`src/rtl/moving_average_ctrl_if.sv`:
```
// Configuration handshake between a window-size requester and the moving-average controller.
interface moving_average_ctrl_if #(
  parameter int SIZE_WINDOW = 7
);
  logic                   cfg_valid;
  logic [SIZE_WINDOW-1:0] cfg_window;
  logic                   cfg_ready;
  logic                   cfg_err;

  modport master (
    output cfg_valid,
    output cfg_window,
    input  cfg_ready,
    input  cfg_err
  );

  modport slave (
    input  cfg_valid,
    input  cfg_window,
    output cfg_ready,
    output cfg_err
  );
endinterface

```
`src/rtl/moving_average_ctrl.sv`:
```
// Moving-average window controller: flushes the delay line with zeros, refills it,
// then enables the datapath output whenever a new legal window size is accepted.
module moving_average_ctrl #(
  parameter int SIZE_WINDOW     = 7,
  parameter int SIZE_MAX_WINDOW = 64,
  parameter int PIPE_LAT        = 4
) (
  input  logic                   clk,
  input  logic                   reset,
  moving_average_ctrl_if.slave   cfg,
  output logic [SIZE_WINDOW-1:0] window_set,
  output logic                   data_zero,
  output logic                   enable,
  output logic                   busy
);

  localparam int CNT_W     = $clog2(SIZE_MAX_WINDOW + PIPE_LAT + 1);
  localparam int FLUSH_LEN = SIZE_MAX_WINDOW + PIPE_LAT;
  localparam int LIMIT     = (SIZE_MAX_WINDOW < 64) ? SIZE_MAX_WINDOW : 64;

  typedef enum logic [1:0] {
    IDLE,
    FLUSH,
    FILL,
    RUN
  } state_t;

  state_t                 state;
  state_t                 state_next;
  logic [CNT_W-1:0]       count;
  logic [CNT_W-1:0]       count_next;
  logic [CNT_W-1:0]       count_inc;
  logic [SIZE_WINDOW-1:0] window_next;
  logic                   err_next;
  logic                   accept;
  logic                   legal;
  logic                   flush_done;
  logic                   fill_done;

  // Ready depends on state only, so a requester may hold valid across busy periods.
  assign cfg.cfg_ready = (state == IDLE) || (state == RUN);
  assign accept        = cfg.cfg_valid && cfg.cfg_ready;

  always_comb begin
    legal = 1'b0;
    for (int i = 0; i <= 6; i++) begin
      if ((int'(cfg.cfg_window) == (1 << i)) && ((1 << i) <= LIMIT)) begin
        legal = 1'b1;
      end
    end
  end

  assign count_inc  = (count == '1) ? count : count + CNT_W'(1);
  assign flush_done = (int'(count) == FLUSH_LEN - 1);
  assign fill_done  = (int'(count) == int'(window_set) + PIPE_LAT - 1);

  always_ff @(posedge clk or negedge reset) begin
    if (!reset) begin
      state <= IDLE;
    end else begin
      state <= state_next;
    end
  end

  always_comb begin
    state_next  = state;
    count_next  = count;
    window_next = window_set;
    err_next    = 1'b0;
    case (state)
      IDLE, RUN: begin
        if (accept) begin
          if (legal) begin
            window_next = cfg.cfg_window;
            count_next  = '0;
            state_next  = FLUSH;
          end else begin
            err_next = 1'b1;
          end
        end
      end
      FLUSH: begin
        if (flush_done) begin
          state_next = FILL;
          count_next = '0;
        end else begin
          count_next = count_inc;
        end
      end
      FILL: begin
        if (fill_done) begin
          state_next = RUN;
          count_next = '0;
        end else begin
          count_next = count_inc;
        end
      end
      default: begin
        state_next = IDLE;
      end
    endcase
  end

  // Outputs are registered from the next state so they line up with the state register.
  always_ff @(posedge clk or negedge reset) begin
    if (!reset) begin
      count       <= '0;
      window_set  <= SIZE_WINDOW'(1);
      cfg.cfg_err <= 1'b0;
      enable      <= 1'b0;
      data_zero   <= 1'b1;
      busy        <= 1'b0;
    end else begin
      count       <= count_next;
      window_set  <= window_next;
      cfg.cfg_err <= err_next;
      enable      <= (state_next == RUN);
      data_zero   <= (state_next == IDLE) || (state_next == FLUSH);
      busy        <= (state_next == FLUSH) || (state_next == FILL);
    end
  end

endmodule

```
`src/flat_wrapper.sv`:
```
// flat-port wrapper written by rule: the top's interface ports become plain ports
module moving_average_ctrl_flat 
#(
  parameter int SIZE_WINDOW     = 7,
  parameter int SIZE_MAX_WINDOW = 64,
  parameter int PIPE_LAT        = 4
)
  (clk, reset, window_set, data_zero, enable, busy, cfg_cfg_valid, cfg_cfg_window, cfg_cfg_ready, cfg_cfg_err);
  moving_average_ctrl_if #(.SIZE_WINDOW(SIZE_WINDOW)) cfg_i ();
  input  logic clk;
  input  logic reset;
  output logic [SIZE_WINDOW-1:0] window_set;
  output logic data_zero;
  output logic enable;
  output logic busy;
  input wire logic [$bits(cfg_i.cfg_valid)-1:0] cfg_cfg_valid;
  input wire logic [$bits(cfg_i.cfg_window)-1:0] cfg_cfg_window;
  output wire logic [$bits(cfg_i.cfg_ready)-1:0] cfg_cfg_ready;
  output wire logic [$bits(cfg_i.cfg_err)-1:0] cfg_cfg_err;
  assign cfg_i.cfg_valid = cfg_cfg_valid;
  assign cfg_i.cfg_window = cfg_cfg_window;
  assign cfg_cfg_ready = cfg_i.cfg_ready;
  assign cfg_cfg_err = cfg_i.cfg_err;
  moving_average_ctrl #(.SIZE_WINDOW(SIZE_WINDOW), .SIZE_MAX_WINDOW(SIZE_MAX_WINDOW), .PIPE_LAT(PIPE_LAT)) u_core (.clk(clk), .reset(reset), .cfg(cfg_i), .window_set(window_set), .data_zero(data_zero), .enable(enable), .busy(busy));
endmodule
```
`config.mk`:
```
export PLATFORM = sky130hd
export DESIGN_NAME = moving_average_ctrl_flat
export DESIGN_NICKNAME = d
export VERILOG_FILES = /design/src/rtl/moving_average_ctrl_if.sv /design/src/rtl/moving_average_ctrl.sv /design/src/flat_wrapper.sv
export SDC_FILE = /design/constraint.sdc
export NUM_CORES = 1
export LEC_CHECK = 0
export BUFFER_PORTS_ARGS = -buffer_cell sky130_fd_sc_hd__buf_2
export CAP_MARGIN = 20
export CORE_MARGIN = 5
export CORE_UTILIZATION = 50
export DETAILED_ROUTE_END_ITERATION = 12
export PLACE_DENSITY = 0.75
export SLEW_MARGIN = 5
export SYNTH_ARGS = -nofsm -noshare
export SYNTH_HDL_FRONTEND = slang
export SYNTH_SLANG_ARGS = --single-unit
```
`constraint.sdc`:
```
create_clock -name clk -period 7.4 [get_ports clk]
set_input_delay 1.48 -clock clk [delete_from_list [all_inputs] [get_ports clk]]
set_output_delay 1.48 -clock clk [all_outputs]
set_load 0.03 [all_outputs]
```
==> results.cfg, run 1 <==
[detailed_routing]
viasPerCell = 6.10
ant_nets = 0
drc = 0
totalWireLength_um = 3260
met1Wirelength_um = 1370
firstDrtPassIters = 4
first_iter_violations = 75
wl_met2_um = 1660
wl_met3_um = 150
post_drt_wl_per_cell_um = 15.4
vias = 1293
routed.top_layer = met4

[floorplanning]
coreArea_um2 = 3000
initial_core_util_pct = 51.0
num_rows = 20
die_area_um2 = 4270
dieHeight_um = 65.4
die_x_um = 65.4
top_level_ports = 22

[hold_path]
min_path_type = register to register

[logic_synthesis]
netlist_top_cells_count = 18 x dfrtp_1, 11 x ha_1, 10 x inv_1
async_reset_ff_share_pct = 100
synth_area_leaders = dfrtp_1 29%, ha_1 9.0%, mux2_2 5.1%
syn_area_per_cell_um2 = 9.64
syn-num-nets = 180
yosysSeqAreaShare_pct = 32.8
synth_area_um2 = 1530
yosys_register_bits = 20
ys.flop_type = dfrtp_1
yosysMostFrequentCell = dfrtp_1
synth_cell_types = 51
synth_top_area_cell = dfrtp_1
synth_edf_count = 0
yosysWarnings = 0
synth.top_cell.area_share_pct = 29.4
synthesis.instances = 159

[clock_tree]
root_buffer = clkbuf_4
htreeDepth = 1
clk_pin_slew_ns = 0.12
cts_resized = 0
ctsHoldBuffers = 0
clock-sinks = 20
cts_tree = yes
clk_latency_ns = 0.31
post_cts_buffers = 0
clockBufferDepth = 2
numCtsBuffers = 3

[global_route]
grt_pass1_vias = 1264
grt_pass1_wl_um = 5550
antenna_found_initial = 0
grt_max_degree = 21
track_usage_pct = 16.8
grt_overflow = 0

[worst_setup_path]
r2r-start = u_core.window_set[2]$_DFFE_PN0P_
startpoint_type = register
crit_arrival_ns = 3.95
critPathSlowestCell = dfrtp_1
path_max_fanout = 11
worstSetupEndpointType = register
crit_end = u_core.data_zero$_DFF_PN1_
critical_path_class = register to register
path_common_cell = ha_1
crit_start = u_core.window_set[2]$_DFFE_PN0P_
reg2reg_depth = 13
reg2reg_to = u_core.data_zero$_DFF_PN1_
critPathMaxStageDelay_ns = 0.58
required_ns = 7.66
worstPathCellList = ha_1, nand3_1, xnor2_1, and4_2, ha_1, nor4b_1, nand4_1, a221oi_4, nand3_1, a21oi_1, o22ai_1, ha_1, or2_2
reg2reg_slack_ns = 3.71

[sta]
rsz0062_at_grt = false
slew-limit-headroom_pct = 63.4
setup_viol = 0
worst_pin_slew_ns = 0.542
final_max_slew_viol_count = 0
post-route-period-util_pct = 49.9
skew_ns = 0.0102
tns_ns = 0
holdWs_ns = 0.608
layout_min_cycle_time_ns = 3.69
hold_violations = 0
fmax_mhz = 271

[layout]
synthToLayoutAreaGrowth_pct = 11.2
diodes = 0
multi_input_comb_area_um2 = 965
fill_cells = 262
seq_area_um2 = 503
fin_area_um2 = 1700
final_nets = 201
drive_gt1_share_pct = 25.1

[placement]
portBuffers = 21
hpwl_um = 2540
place_congestion = 0.810
dpl_cell_area_um2 = 1650

[power]
p_per_area_nw_per_um2 = 423
vdd_drop_max_v = 0.000240
p_leak_nw = 0.719

[run]
drv.max_cap_violation_count = 0

[run_status]
status = complete, no violations
-- state kept, by name (all words and copies together) (netlist names) --
signal / cells
u_core.data_zero: 1
u_core.cfg.cfg_err: 1
u_core.window_set: 7
u_core.state: 2
u_core.count: 7
u_core.enable: 1
u_core.busy: 1
-- layout make-up --
type | count | share of cell area, %
Timing Repair Buffer | 21 | 6.17
Multi-Input combinational cell | 124 | 56.6
Tap cell | 33 | 2.42
Clock inverter | 1 | 1.76
Inverter | 10 | 2.20
Clock buffer | 3 | 1.32
Sequential cell | 20 | 29.5
-- placed cells by master, fill, tap and decap left out, types with 2 or more instances in the layout --
| master | count |
|---|---|
| dfstp_2 | 2 |
| and3_1 | 3 |
| o21ai_0 | 8 |
| ha_1 | 11 |
| o41ai_1 | 2 |
| a211oi_1 | 2 |
| xor2_1 | 5 |
| dfrtp_1 | 18 |
| nand4_1 | 5 |
| a21oi_1 | 9 |
| clkbuf_4 | 3 |
| nor2_1 | 7 |
| and2_1 | 2 |
| inv_1 | 10 |
| nor3_1 | 3 |
| buf_2 | 21 |
| a31oi_1 | 3 |
| or2_2 | 2 |
| mux2_2 | 7 |
| nand3b_1 | 2 |
| nor4_1 | 2 |
| o31ai_1 | 2 |
| nand3_1 | 8 |
| xnor2_1 | 7 |
| nand2_1 | 9 |
-- layer usage --
| layer | global-route usage, % | up-vias |
|---|---|---|
| li1 | - | 624 |
| met1 | 19.5 | 621 |
| met2 | 30.2 | 40 |
| met3 | 2.05 | 8 |
| met4 | 8.55 | 0 |
| met5 | 0 | - |
-- where the power goes --
group | internal [mW] | switching, mW | leakage, nW
Clock | 0.0548 | 0.0359 | 0.0279
Combinational | 0.179 | 0.243 | 0.440
Sequential | 0.149 | 0.0596 | 0.251
Total | 0.383 | 0.339 | 0.719
-- logic make-up after synthesis --
group           Yosys count  synth area share, %
xor+xnor                 14                 9.63
flops                    20                 32.8
mux                       7                 5.14
buf+inv                  15                 4.24
simple gates             52                 19.6
compound gates           40                 19.6
fa+ha+maj                11                 8.98
-- stage by stage --
stage	util [%]	instances	power, mW	setup slack, ns
3_5_place_dp	55.0	208	0.635	3.72
3_3_place_gp	55.0	208	0.614	3.87
2_1_floorplan	-	159	0.546	4.06
4_1_cts	56.8	212	0.728	3.69
5_1_grt	56.8	212	0.780	3.40
6_report	56.8	212	0.721	3.71
-- worst max-delay path, delay by kind of cell (launching register included) --
| family | cells | cell delay [ns] |
|---|---|---|
| adders and majority gates | 3 | 0.67 |
| AOI/OAI and AO/OA | 3 | 0.64 |
| and+or+nand+nor | 6 | 1.28 |
| DFF | 1 | 0.58 |
| xor gates and xnor gates | 1 | 0.46 |
-- how the worst min path moves through the flow --
stage | from | end | slack [ns] | depth (start not counted)
after floorplan | u_core.count[4]$_DFFE_PN0P_ | u_core.count[4]$_DFFE_PN0P_ | 0.52 | 2
after global placement | u_core.window_set[6]$_DFFE_PN0P_ | u_core.window_set[6]$_DFFE_PN0P_ | 0.56 | 1
final | u_core.window_set[6]$_DFFE_PN0P_ | u_core.window_set[6]$_DFFE_PN0P_ | 0.61 | 1
after CTS | u_core.window_set[6]$_DFFE_PN0P_ | u_core.window_set[6]$_DFFE_PN0P_ | 0.61 | 1
after global routing | u_core.window_set[6]$_DFFE_PN0P_ | u_core.window_set[6]$_DFFE_PN0P_ | 0.64 | 1
after detailed placement | u_core.window_set[6]$_DFFE_PN0P_ | u_core.window_set[6]$_DFFE_PN0P_ | 0.58 | 1
Note: power is estimated with default switching activity, not from simulation.
==> run 2, diff against run 1 <==
Settings changed: ABC_AREA set to 1.
Clock period 7.4 ns to 3.4 ns, I/O delays scaled along.
==> run 2 against run 1 <==
Against the previous run: worst hold slack got worse by 0.30 ns; area after synthesis rose by 1.6%; sequential share of layout area fell by 0.76 points; wire length fell by 2.8%; sequential power rose by 14%; critical path depth rose by 9; combinational power fell by 96%; core utilization rose by 1.0 points; critical path type unchanged; largest cell class unchanged; highest routed layer unchanged.
==> results.cfg, run 2 <==
[power]
p_per_area_nw_per_um2 = 224
vdd_drop_max_v = 0.000200
p_leak_nw = 0.964
power_mw = 0.391

[floorplanning]
dieHeight_um = 65.8
initial_core_util_pct = 51.4
num_rows = 20
die_x_um = 65.8
coreArea_um2 = 3030
die_area_um2 = 4330
top_level_ports = 22

[sta]
post-route-period-util_pct = 84.6
worst_pin_slew_ns = 0.458
setup_viol = 0
slew-limit-headroom_pct = 69.5
layout_min_cycle_time_ns = 2.88
fmax_mhz = 348
final_max_slew_viol_count = 0
skew_ns = 0.00669
tns_ns = 0
hold_violations = 0
rsz0062_at_grt = false

[logic_synthesis]
async_reset_ff_share_pct = 100
syn-num-nets = 251
netlist_top_cells_count = 76 x nand2_1, 27 x inv_1, 20 x nor2_1
syn_area_per_cell_um2 = 6.77
synth.top_cell.area_share_pct = 28.9
synth_cell_types = 32
synth_area_um2 = 1560
synthesis.instances = 230
yosysWarnings = 0
yosysSeqAreaShare_pct = 32.3
synth_area_leaders = dfrtp_1 29%, nand2_1 18%, ha_1 8.8%
synth_top_area_cell = dfrtp_1
yosys_register_bits = 20
ys.flop_type = dfrtp_1
synth_edf_count = 0
yosysMostFrequentCell = nand2_1

[placement]
place_congestion = 0.857
dpl.cell_count = 294
hpwl_um = 2520
portBuffers = 21
dpl_cell_area_um2 = 1710

[clock_tree]
cts_tree = yes
ctsHoldBuffers = 0
cts_resized = 0
clk_pin_slew_ns = 0.11
root_buffer = clkbuf_4
clockBufferDepth = 2
post_cts_buffers = 0
clk_latency_ns = 0.29
clock-sinks = 20
htreeDepth = 1
numCtsBuffers = 3

[global_route]
grt_overflow = 0
grt_max_degree = 21
track_usage_pct = 16.4
antenna_found_initial = 0
grt_pass1_vias = 1358
grt_pass1_wl_um = 5730

[layout]
final_common_cell = nand2_1
final_cell_mix = 76 x nand2_1, 27 x inv_1, 21 x buf_2, 20 x nor2_1, 18 x dfrtp_1
drive_gt1_share_pct = 20.5
largestRegisters = u_core.count (7), u_core.window_set (7), u_core.state (2)
fill_cells = 304
final_nets = 276
diodes = 0
fin_area_um2 = 1750
multi_input_comb_area_um2 = 922
seq_area_um2 = 503
final_core_utilization_pct = 57.8
synthToLayoutAreaGrowth_pct = 12.4
finalNonFillerCells = 298

[worst_setup_path]
startpoint_type = register
path_buf_inv = 1
path_common_cell = nand2_1
required_ns = 3.63
path_max_fanout = 10
worstPathCellList = ha_1, inv_1, nand2_1, nand2_2, nand2_2, nor2_2, nand2_1, nor2_1, ha_1, nand2_1, nor2_1, nand2_1, nor2_1, nand2_1, nor2_1, nand2_1, nor2_1, nand2_1, nand2_1, a21oi_1, ha_1, or2_2
critPathMaxStageDelay_ns = 0.54
crit_arrival_ns = 3.11
cp_top_family = simple AND/OR/NAND/NOR gates
worstSetupEndpointType = register
critical_path_class = register to register
critPathSlowestCell = dfrtp_1

[detailed_routing]
drc = 0
viasPerCell = 4.81
ant_nets = 0
vias = 1433
post_drt_wl_per_cell_um = 10.6
first_iter_violations = 41
firstDrtPassIters = 4
totalWireLength_um = 3170

[run]
drv.max_cap_violation_count = 0

[run_status]
status = complete, no violations

[hold_path]
min_path_type = input pin to async pin
[run 2: cell types whose count changed in the layout (fill, tap and decap cells not counted), moves of 5 or more]
cell,change
nand2_1,+67
xnor2_1,-7
mux2_2,-7
nand2_2,+8
o21ai_0,+5
inv_2,+6
nor2_1,+13
inv_1,+17
[run 2: cell type report]
cell class	count	share of cell area [%]
flip-flops and latches	20	28.8
well taps	44	3.15
clock buffers	4	2.07
inverters	34	7.30
repair buffers	21	6.01
multi-input cells	175	52.7
[run 2: kinds of logic after synthesis]
group | Yosys count | share of synthesized area (%)
simple gates | 140 | 41.5
buf+inv | 35 | 8.44
compound gates | 22 | 7.80
flops | 20 | 32.3
fa+ha+maj | 11 | 8.84
xor+xnor | 2 | 1.13
[run 2: path summary, 6_finish.rpt]
path | depth (start not counted) | slack (ns) | to | start
max | 22 | 0.52 | u_core.data_zero$_DFF_PN1_ | u_core.window_set[2]$_DFFE_PN0P_
min | 1 | 0.31 | u_core.count[4]$_DFFE_PN0P_ | reset
max reg2reg | 22 | 0.52 | u_core.data_zero$_DFF_PN1_ | u_core.window_set[2]$_DFFE_PN0P_
min reg2reg | 2 | 0.55 | u_core.count[6]$_DFFE_PN0P_ | u_core.count[6]$_DFFE_PN0P_
max in group asynchronous | 1 | 2.74 | u_core.window_set[0]$_DFFE_PN1P_ | reset
min in group clk | 2 | 0.55 | u_core.count[6]$_DFFE_PN0P_ | u_core.count[6]$_DFFE_PN0P_
[run 2: worst register-to-register path, cell delays in order, from the launching register on]
cell and delay, ns:
dfrtp_1 0.54, ha_1 0.30, inv_1 0.08, nand2_1 0.08, nand2_2 0.08, nand2_2 0.07, nor2_2 0.04, nand2_1 0.09
nor2_1 0.05, ha_1 0.26, nand2_1 0.05, nor2_1 0.08, nand2_1 0.06, nor2_1 0.10, nand2_1 0.05, nor2_1 0.08
nand2_1 0.05, nor2_1 0.08, nand2_1 0.07, nand2_1 0.08, a21oi_1 0.07, ha_1 0.20, or2_2 0.27
[run 2: power breakdown]
group	switching [mW]	internal (mW)	total [mW]	leakage, nW
clock	0.0703	0.0652	0.136	0.0210
sequential	0	0.238	0.238	0.205
combinational	0.0118	0.00600	0.0178	0.738
[run 2: routing by layer]
layer | global-route usage [%] | vias up | share of wire, %
li1 | - | 774 | -
met1 | 22.0 | 638 | 51
met2 | 27.7 | 19 | 47
met3 | 2.38 | 2 | 2.5
met4 | 3.63 | 0 | 0.25
met5 | 0 | - | 0
[run 2: per-stage QoR]
step | hold slack (ns) | setup slack (ns)
final | 0.312 | 0.523
after global routing | 0.325 | 0.0907
after CTS | 0.321 | 0.513
after detailed placement | 0.531 | 0.531
after global placement | 0.539 | 0.641
after floorplan | 0.384 | 0.582
